<file path="src/rtl/prefix_add_seq_pkg.sv">
// Shared types for the sequential prefix-adder arbiter.
// Word width, FSM state encoding and requester id.
package prefix_add_seq_pkg;

  localparam int WORD_W = 16;

  typedef enum logic [1:0] {
    IDLE = 2'd0,
    ADD  = 2'd1,
    FIX  = 2'd2,
    RESP = 2'd3
  } state_e;

  typedef logic id_t;

endpackage

</file>
<file path="src/rtl/GPTPrefix16_L9.sv">
// 16-bit Kogge-Stone prefix adder, no carry-in.
// Four log stages of generate/propagate merging.
module GPTPrefix16_L9 (
  input  logic [15:0] a_i,
  input  logic [15:0] b_i,
  output logic [15:0] sum_o,
  output logic        cout_o
);

  logic [15:0] g [5];
  logic [15:0] p [5];

  // Prefix tree over bitwise generate/propagate
  always_comb begin
    g[0] = a_i & b_i;
    p[0] = a_i ^ b_i;
    for (int l = 0; l < 4; l++) begin
      for (int i = 0; i < 16; i++) begin
        if (i >= (1 << l)) begin
          g[l+1][i] = g[l][i] | (p[l][i] & g[l][i-(1<<l)]);
          p[l+1][i] = p[l][i] & p[l][i-(1<<l)];
        end else begin
          g[l+1][i] = g[l][i];
          p[l+1][i] = p[l][i];
        end
      end
    end
    sum_o  = p[0] ^ {g[4][14:0], 1'b0};
    cout_o = g[4][15];
  end

endmodule

</file>
<file path="src/rtl/prefix_rr_arb2.sv">
// Two-way round-robin grant; ptr picks winner on a tie.
// Purely combinational, pointer is owned by the caller.
module prefix_rr_arb2
  import prefix_add_seq_pkg::*;
(
  input  logic       valid0_i,
  input  logic       valid1_i,
  input  id_t        ptr_i,
  output logic [1:0] grant_o,
  output id_t        gnt_id_o
);

  // One-hot grant: sole requester wins, ptr breaks ties
  always_comb begin
    grant_o[0] = valid0_i & (~valid1_i | (ptr_i == 1'b0));
    grant_o[1] = valid1_i & (~valid0_i | (ptr_i == 1'b1));
    gnt_id_o   = grant_o[1];
  end

endmodule

</file>
<file path="src/rtl/prefix_add_seq_arb.sv">
// Two requesters share one 16-bit prefix adder; wide adds
// run LSW-first, with an extra +1 pass for pending carries.
module prefix_add_seq_arb
  import prefix_add_seq_pkg::*;
#(
  parameter int NWORDS = 4
) (
  input  logic                     clk,
  input  logic                     rst_n,
  input  logic                     req0_valid,
  output logic                     req0_ready,
  input  logic [WORD_W*NWORDS-1:0] req0_a,
  input  logic [WORD_W*NWORDS-1:0] req0_b,
  input  logic                     req1_valid,
  output logic                     req1_ready,
  input  logic [WORD_W*NWORDS-1:0] req1_a,
  input  logic [WORD_W*NWORDS-1:0] req1_b,
  output logic                     rsp_valid,
  input  logic                     rsp_ready,
  output logic                     rsp_id,
  output logic [WORD_W*NWORDS-1:0] rsp_sum,
  output logic                     rsp_cout,
  output logic                     busy
);

  localparam int WIDTH = WORD_W * NWORDS;
  localparam int KW = (NWORDS > 1) ? $clog2(NWORDS) : 1;
  localparam logic [KW-1:0] K_LAST = KW'(NWORDS - 1);

  state_e            state_q, state_d;
  id_t               rr_q, id_q, gnt_id;
  logic [1:0]        gnt;
  logic              gnt_any;
  logic [KW-1:0]     k_q;
  logic              carry_q, c1_q, cout_q, valid_q;
  logic [WORD_W-1:0] s_q;
  logic [WIDTH-1:0]  a_q, b_q, sum_q;
  logic [WORD_W-1:0] a_k, b_k, add_a, add_b, add_s;
  logic              add_c, last, need_fix, carry_nx;

  prefix_rr_arb2 u_arb (
    .valid0_i (req0_valid),
    .valid1_i (req1_valid),
    .ptr_i    (rr_q),
    .grant_o  (gnt),
    .gnt_id_o (gnt_id)
  );

  GPTPrefix16_L9 u_add (
    .a_i    (add_a),
    .b_i    (add_b),
    .sum_o  (add_s),
    .cout_o (add_c)
  );

  assign gnt_any  = |gnt;
  assign a_k      = a_q[int'(k_q)*WORD_W +: WORD_W];
  assign b_k      = b_q[int'(k_q)*WORD_W +: WORD_W];
  assign last     = (k_q == K_LAST);
  assign need_fix = carry_q & (k_q != '0);
  assign carry_nx = (state_q == FIX) ? (c1_q | add_c) : add_c;

  // State register
  always_ff @(posedge clk or negedge rst_n) begin
    if (!rst_n) state_q <= IDLE;
    else        state_q <= state_d;
  end

  // Next-state: ADD detours via FIX when a carry is pending
  always_comb begin
    state_d = state_q;
    unique case (state_q)
      IDLE: if (gnt_any) state_d = ADD;
      ADD: begin
        if (need_fix)  state_d = FIX;
        else if (last) state_d = RESP;
      end
      FIX:  state_d = last ? RESP : ADD;
      RESP: if (rsp_ready) state_d = IDLE;
      default: state_d = IDLE;
    endcase
  end

  // Outputs: ready only in IDLE, adder quiet outside ADD/FIX
  always_comb begin
    add_a      = '0;
    add_b      = '0;
    req0_ready = rst_n & (state_q == IDLE) & gnt[0];
    req1_ready = rst_n & (state_q == IDLE) & gnt[1];
    unique case (state_q)
      ADD: begin
        add_a = a_k;
        add_b = b_k;
      end
      FIX: begin
        add_a = s_q;
        add_b = 16'h0001;
      end
      default: ;
    endcase
  end

  // Datapath: capture operands, assemble words, publish result
  always_ff @(posedge clk or negedge rst_n) begin
    if (!rst_n) begin
      rr_q    <= 1'b0;
      id_q    <= 1'b0;
      k_q     <= '0;
      carry_q <= 1'b0;
      c1_q    <= 1'b0;
      s_q     <= '0;
      a_q     <= '0;
      b_q     <= '0;
      sum_q   <= '0;
      cout_q  <= 1'b0;
      valid_q <= 1'b0;
    end else begin
      unique case (state_q)
        IDLE: if (gnt_any) begin
          a_q     <= gnt[1] ? req1_a : req0_a;
          b_q     <= gnt[1] ? req1_b : req0_b;
          id_q    <= gnt_id;
          rr_q    <= ~gnt_id;
          k_q     <= '0;
          carry_q <= 1'b0;
        end
        ADD, FIX: begin
          if (state_q == ADD && need_fix) begin
            s_q  <= add_s;
            c1_q <= add_c;
          end else begin
            sum_q[int'(k_q)*WORD_W +: WORD_W] <= add_s;
            carry_q <= carry_nx;
            if (last) begin
              cout_q  <= carry_nx;
              valid_q <= 1'b1;
            end else begin
              k_q <= k_q + KW'(1);
            end
          end
        end
        RESP: if (rsp_ready) valid_q <= 1'b0;
        default: ;
      endcase
    end
  end

  assign rsp_valid = valid_q;
  assign rsp_id    = id_q;
  assign rsp_sum   = sum_q;
  assign rsp_cout  = cout_q;
  assign busy      = (state_q != IDLE);

endmodule

</file>
<file path="config.mk">
export PLATFORM = sky130hd
export DESIGN_NAME = prefix_add_seq_arb
export DESIGN_NICKNAME = d
export VERILOG_FILES = /design/src/rtl/prefix_add_seq_pkg.sv /design/src/rtl/GPTPrefix16_L9.sv /design/src/rtl/prefix_rr_arb2.sv /design/src/rtl/prefix_add_seq_arb.sv
export SDC_FILE = /design/constraint.sdc
export NUM_CORES = 1
export LEC_CHECK = 0
export ABC_CLOCK_PERIOD_IN_PS = 5300
export CAP_MARGIN = 20
export CORE_MARGIN = 10
export CORE_UTILIZATION = 45
export CTS_CLUSTER_SIZE = 40
export DETAILED_ROUTE_END_ITERATION = 6
export PLACE_DENSITY = 0.78
export SLEW_MARGIN = 20
export SYNTH_ARGS = -nofsm -noshare
export SYNTH_HDL_FRONTEND = slang
export SYNTH_SLANG_ARGS = --single-unit
</file>
<file path="constraint.sdc">
create_clock -name clk -period 5.3 [get_ports clk]
set_clock_uncertainty 0.15 [all_clocks]
set_input_delay 1.06 -clock clk [delete_from_list [all_inputs] [get_ports clk]]
set_output_delay 1.06 -clock clk [all_outputs]
set_load 0.05 [all_outputs]
</file>
# ---- After elaboration in Yosys (flattened, before gate mapping)
# Cells that the tools add are included.
dict set report totals {
  ff_bits 218
  input_bits 261
  output_inout_bits 70
  word_cells 216
}
dict set report classes {
  add_sub_neg 2
  n_eq_ne 10
  n_shift 4
  mux 23
  n_bitwise 149
  n_reduce_logical 16
}
# cell count
set op_table {}
lappend op_table {{2-to-1 mux 64 bit} 2}
lappend op_table {{variable part select 64 x 7 -> 16 bit} 2}
lappend op_table {{bitwise AND 1 bit} 89}
lappend op_table {{bitwise mux 64 bit} 1}
lappend op_table {{case mux 16 bit (2 select lines)} 2}
lappend op_table {{variable shift 16 x 33 -> 64 bit, first input constant} 1}
lappend op_table {{variable part select 16 x 33 -> 64 bit} 1}
lappend op_table {{OR 1 bit} 52}
lappend op_table {{negator 6 -> 33 bit} 1}
lappend op_table {{XOR 16 bit} 2}
lappend op_table {{bitwise AND 16 bit} 1}
lappend op_table {{2-to-1 mux 2 bit} 8}
lappend op_table {{inequality test 2 bit, second input constant} 5}
lappend op_table {{AND reduction 3 bit} 3}
lappend op_table {{case mux 2 bit (4 select lines)} 1}
lappend op_table {{AND reduction 4 bit} 2}
lappend op_table {{nonzero test 2 bit} 4}
lappend op_table {{== test 2 bit, second input constant} 3}
lappend op_table {{2-to-1 mux 1 bit} 6}
lappend op_table {{AND reduction 2 bit} 3}
lappend op_table {{NOT 1 bit} 5}
lappend op_table {{case mux 1 bit (2 select lines)} 2}
lappend op_table {{case mux 2 bit (2 select lines)} 1}
lappend op_table {{OR reduction 2 bit} 2}
lappend op_table {{5 further kinds} 5}

# ---- Logic depth before layout (Yosys ltp)
dict set report logic_depth {
  word_depth 15
  ltp_mapped 16
  ltp_nobuf 13
}

# ---- By module
# From an unflattened synthesis, not the netlist that was laid out.
dict set report unflattened {
  cells_unflattened 1122
  hier_area_um2 11537.3
}
# module n_inst cells_per_inst area_each_um2 seq_area_each_um2
set modules_own_cells {}
lappend modules_own_cells {prefix_add_seq_arb 1 1015 10732.8 5455.2}
lappend modules_own_cells {GPTPrefix16_L9 1 103 778.2 0.0}
lappend modules_own_cells {prefix_rr_arb2 1 4 26.3 0.0}

# ---- Least setup slack after synthesis
# No wires, ideal clock.
dict set report synth_timing {
  path_kind {register to register}
  from {register k_q[0]}
  to {register sum_q[62] (netlist: rsp_sum[62])}
  setup_time_ns 0.068
  arrival_time_ns 3.376
  required_ns 5.082
  path_slack_ns 1.706
  path_stages_with_launch 11
  n_path_buf 2
  synth_period_minus_slack_ns 3.594
  cell_sequence {dfrtp_1 > buf_2 > buf_2 > mux4_2 > and2_1 > ha_1 > and3_1 > a221o_2 > a31oi_4 > mux2i_1 > a32o_1}
}
dict set report synth_between {
  elab_chain_cells 13
  elab_cells_between_ends 137
  classes_between {1 x add/sub; 4 x shift; 3 x mux; 126 x bitwise; 3 x reduce/logical}
}
# item line_no
set synth_rtl {}
lappend synth_rtl {{start: declaration} prefix_add_seq_arb.sv:34} ;# logic [KW-1:0] k_q;
lappend synth_rtl {{start signal: assignment} prefix_add_seq_arb.sv:138} ;# k_q <= k_q + KW'(1);
lappend synth_rtl {{variable part select 64 x 7 -> 16 bit, on equally long branches} {prefix_add_seq_arb.sv:57, prefix_add_seq_arb.sv:58}}
lappend synth_rtl {{case mux 16 bit (2 select lines)} prefix_add_seq_arb.sv:90} ;# unique case (state_q)
lappend synth_rtl {{XOR 16 bit / bitwise AND 16 bit (equally long branches)} {GPTPrefix16_L9.sv:16, GPTPrefix16_L9.sv:15}}
lappend synth_rtl {{bitwise AND 1 bit, on equally long branches} {GPTPrefix16_L9.sv:20, GPTPrefix16_L9.sv:21}}
lappend synth_rtl {{OR 1 bit / bitwise AND 1 bit (equally long branches)} GPTPrefix16_L9.sv:20} ;# g[l+1][i] = g[l][i] | (p[l][i] & g[l][i-(1<<l)]);
lappend synth_rtl {{bitwise AND 1 bit / OR 1 bit (equally long branches)} GPTPrefix16_L9.sv:20}
lappend synth_rtl {{OR 1 bit / bitwise AND 1 bit (equally long branches)} GPTPrefix16_L9.sv:20}
lappend synth_rtl {{bitwise AND 1 bit / OR 1 bit (equally long branches)} GPTPrefix16_L9.sv:20}
lappend synth_rtl {{OR 1 bit / bitwise AND 1 bit (equally long branches)} GPTPrefix16_L9.sv:20}
lappend synth_rtl {{OR 1 bit} GPTPrefix16_L9.sv:20}
lappend synth_rtl {{XOR 16 bit} GPTPrefix16_L9.sv:28} ;# sum_o = p[0] ^ {g[4][14:0], 1'b0};
lappend synth_rtl {{variable part select 16 x 33 -> 64 bit} prefix_add_seq_arb.sv:132} ;# sum_q[int'(k_q)*WORD_W +: WORD_W] <= add_s;
lappend synth_rtl {{bitwise mux 64 bit} prefix_add_seq_arb.sv:132}
lappend synth_rtl {{end signal: indexed assignment} prefix_add_seq_arb.sv:132}
lappend synth_rtl {{end: declaration} prefix_add_seq_arb.sv:37} ;# logic [WIDTH-1:0] a_q, b_q, sum_q;
# Parallel ways exist; a longest one is shown, timed or not.
# A chain may end at the register's enable or synchronous reset.

# ---- Worst setup path after layout
dict set report layout_timing {
  from {register state_q[0]}
  to {register sum_q[24] (netlist: rsp_sum[24])}
}
dict set report layout_between {
  elab_chain_cells 13
  elab_cells_between_ends 134
  classes_between {2 x eq/ne; 1 x shift; 3 x mux; 125 x bitwise; 3 x reduce/logical}
}
# item line_no
set layout_rtl {}
lappend layout_rtl {{start: declaration} prefix_add_seq_arb.sv:30} ;# state_e state_q, state_d;
lappend layout_rtl {{start signal: assignment} prefix_add_seq_arb.sv:66} ;# else state_q <= state_d;
lappend layout_rtl {{== test 2 bit / == test 2 x 1 -> 1 bit (equally long branches)} {prefix_add_seq_arb.sv:90, prefix_add_seq_arb.sv:118, prefix_add_seq_arb.sv:128}}
lappend layout_rtl {{case mux 16 bit (2 select lines)} prefix_add_seq_arb.sv:90}
lappend layout_rtl {{XOR 16 bit / bitwise AND 16 bit (equally long branches)} {GPTPrefix16_L9.sv:16, GPTPrefix16_L9.sv:15}}
lappend layout_rtl {{bitwise AND 1 bit, on equally long branches} {GPTPrefix16_L9.sv:20, GPTPrefix16_L9.sv:21}}
lappend layout_rtl {{OR 1 bit / bitwise AND 1 bit (equally long branches)} GPTPrefix16_L9.sv:20}
lappend layout_rtl {{bitwise AND 1 bit / OR 1 bit (equally long branches)} GPTPrefix16_L9.sv:20}
lappend layout_rtl {{OR 1 bit / bitwise AND 1 bit (equally long branches)} GPTPrefix16_L9.sv:20}
lappend layout_rtl {{bitwise AND 1 bit / OR 1 bit (equally long branches)} GPTPrefix16_L9.sv:20}
lappend layout_rtl {{OR 1 bit / bitwise AND 1 bit (equally long branches)} GPTPrefix16_L9.sv:20}
lappend layout_rtl {{OR 1 bit} GPTPrefix16_L9.sv:20}
lappend layout_rtl {{XOR 16 bit} GPTPrefix16_L9.sv:28}
lappend layout_rtl {{variable part select 16 x 33 -> 64 bit} prefix_add_seq_arb.sv:132}
lappend layout_rtl {{bitwise mux 64 bit} prefix_add_seq_arb.sv:132}
# Parallel ways exist; a longest one is shown, timed or not.

==> metrics.csv <==
metric;value;unit
run_status;complete, but fails checks;
violated_checks;design-rule violations;
total_power;8135;µW
met2RoutedLength;17610;µm
end_kind;flip-flop;
globalRouteOverflowTotal;0;
syn-num-nets;1254;
worst_ep_required_time;5.51;ns
setup.worst_path.start_class;flip-flop;
final_nets;1551;
critical_path.reg2reg.endpoint;rsp_sum[24];
first_iter_violations;1335;
vdd.ir_drop.worst;0.0003463;V
detailroute.wirelength.met3;3027;µm
worst-r2r-cell-count;13;
grt_max_degree;71;
place_hpwl;28090;µm
grt_use_total;0.2337;
crit-reg2reg-launch;state_q[0];
drtAntennaViolNets;0;
slew_headroom;0.3283;
die_w;173.1;µm
per_cell_routed_wire_length;23.01;µm
path_max_fanout;17;
drtPass1Iterations;7;
dpl.cell_count;1549;
slew_violations;0;
clock_path_buffers;3;
routed_wl;36780;µm
layout-area-overhead-vs-synth;42.17;%
top_layer_used;met5;
fill_cells;1761;
cts.reportedPaths.clkPinSlew;0.06;ns
htree_num_levels;1;
power.static_leakage;0.006925;µW
routability_cong;0.8656;
grt_setup_unrepaired;false;
grt_pass1_vias;9392;
drc;48;
avgViaCountPerCell;5.876;
grt_antenna_before_repair;7;
finalCritPeriodShare;0.7690;
r2r_setup_slack;1.22;ns
timing_worst_slew_pin_value;1.005;ns
post_synth_instance_area;10550;µm²
synth-edff-count;0;
synth.avg_cell_area;10.92;µm²
num_vias;9390;
ys.flop_type;sky130_fd_sc_hd__dfrtp_1;
fin_tns_setup;0;ns
cts_tree;built;
syn_inst_count;966;
fp.coreArea;22850;µm²
final-setup-viol-count;0;
design.die.area;29970;µm²
maxCapViolations;0;
number_of_top_level_design_ports;331;
row_count;55;
holdCritPathClass;in -> async;
finalCriticalPeriod;4.076;ns
max_freq;245.4;MHz
yosys_cell_types;55;
ys_ff_latch;218;
cts_hold_buf;0;
share_of_synthesized_area_occupied_by_flip_flops_and_latches;0.5171;
vertical_die_dimension;173.1;µm
synth-warning-count;0;
power.density_cell_area;542.3;nW/µm²
setup.worst_path.class;reg -> reg;
timing.final.hold_violations;0;
routedLengthMet1;15040;µm
final_cells;1598;
wire_length_of_the_first_global_routing_pass;56210;µm
mostFrequentLayoutCells;sky130_fd_sc_hd__clkdlybuf4s50_1 (329), sky130_fd_sc_hd__dfrtp_1 (216), sky130_fd_sc_hd__inv_1 (149);
initial_standard_cell_utilization_of_the_core;0.4618;
most_common_cell_after_layout_fill_and_taps_aside;sky130_fd_sc_hd__clkdlybuf4s50_1;
fraction_of_layout_cells_with_a_size_suffix_above_1;0.08281;
total_of_cells_resized_after_clock_tree_synthesis;0;
number_of_buffers_added_on_ports;330;
post_cts_setup_buffer_count;0;
insertion_delay;0.53;ns
tritoncts_sinks;218;
root_buffer;sky130_fd_sc_hd__clkbuf_16;
critPathArrivalTime;4.28;ns
cts_made_buffers;24;
asr_flop_ratio_synth;1.000;
## report_power, final
group          internal [µW]  leakage (µW)  switching, µW  total, µW
clock network           1110      0.000423            680       1790
logic                   1540       0.00367           2050       3590
registers               2260       0.00283            499       2760
## per-stage QoR
step                      setup WS, ns  hold WS (ns)  cell area, µm²    util
final                            1.224        0.2467           15000  0.6565
after global routing            0.9607        0.2517           15000  0.6565
after detailed placement         1.248        0.3170           14120  0.6179
after global placement           1.254        0.3099           14120  0.6179
after floorplan                  1.706        0.2997           10550       -
after CTS                        1.243        0.2407           14970  0.6553
## synthesized netlist by cell type (all sizes together) (3+ instances only)
cell type,count,area [µm²]
a21o,9,67.56
a21oi,21,123.9
a222oi,128,1281
a22o,16,141.4
a31oi,4,40.04
a32o,5,50.05
and2,17,106.4
and3,4,26.28
buf,11,50.04
clkbuf,63,236.5
dfrtp,218,5455
ha,26,325.3
inv,149,559.3
mux2i,3,30.03
mux4,30,675.7
nand2,106,397.9
nand4,3,18.77
nor2,14,52.55
nor2b,4,25.02
o21ai,79,395.4
o21bai,3,22.52
o31ai,12,90.09
xnor2,5,51.30
xor2,7,68.82
## layout make-up
cell class / count / area, µm² / area share
Antenna cell: 5 / 12.51 / 0.0008342
Clock inverter: 12 / 166.4 / 0.01109
Tap cell: 313 / 391.6 / 0.02611
Multi-Input combinational cell: 525 / 4270 / 0.2847
Clock buffer: 31 / 688.2 / 0.04588
Timing Repair Buffer: 345 / 3453 / 0.2302
Inverter: 149 / 559.3 / 0.03729
Sequential cell: 218 / 5458 / 0.3639
## cell families after synthesis
family / Yosys count / share of synthesized area
AOI/OAI and AO/OA: 291 / 0.2234
DFF: 218 / 0.5171
xor gates and xnor gates: 12 / 0.01139
adders and majority gates: 27 / 0.03273
and+or+nand+nor: 160 / 0.06618
muxes: 35 / 0.06902
buffers and inverters: 223 / 0.08017
## flip-flops by register name (all words and copies together), names as in the netlist, 2 cells and up
name,count
k_q,2
b_q,64
rsp_sum,64
state_q,2
a_q,64
s_q,16
## critical path, cell delays in order (launching register included)
cell                       delay, ns
sky130_fd_sc_hd__dfrtp_1        0.45
sky130_fd_sc_hd__inv_1          0.09
sky130_fd_sc_hd__ha_1           0.43
sky130_fd_sc_hd__and2_1         0.62
sky130_fd_sc_hd__a22o_1         0.26
sky130_fd_sc_hd__ha_1           0.19
sky130_fd_sc_hd__inv_1          0.06
sky130_fd_sc_hd__fa_1           0.40
sky130_fd_sc_hd__inv_1          0.08
sky130_fd_sc_hd__a21o_1         0.13
sky130_fd_sc_hd__a221o_2        0.25
sky130_fd_sc_hd__nor4_1         0.08
sky130_fd_sc_hd__a311oi_1       0.54
sky130_fd_sc_hd__o21ai_0        0.19
## worst max-delay path by stage
stage                     startpoint           to  slack [ns]  depth (start not counted)
final                     state_q[0]  rsp_sum[24]        1.22                         13
after global routing      state_q[0]       s_q[8]        0.96                         13
after CTS                     k_q[0]  rsp_sum[30]        1.24                         11
after detailed placement      k_q[0]  rsp_sum[30]        1.25                         11
after global placement    req0_valid   req1_ready        1.25                          5
after floorplan               k_q[0]  rsp_sum[62]        1.71                         10
## metal layers
metal | global-route usage | vias to the layer above
li1 | - | 4207
met1 | 0.3005 | 4653
met2 | 0.3725 | 469
met3 | 0.06513 | 57
met4 | 0.07905 | 4
met5 | 0 | -
(Power assumes the default switching activity.)
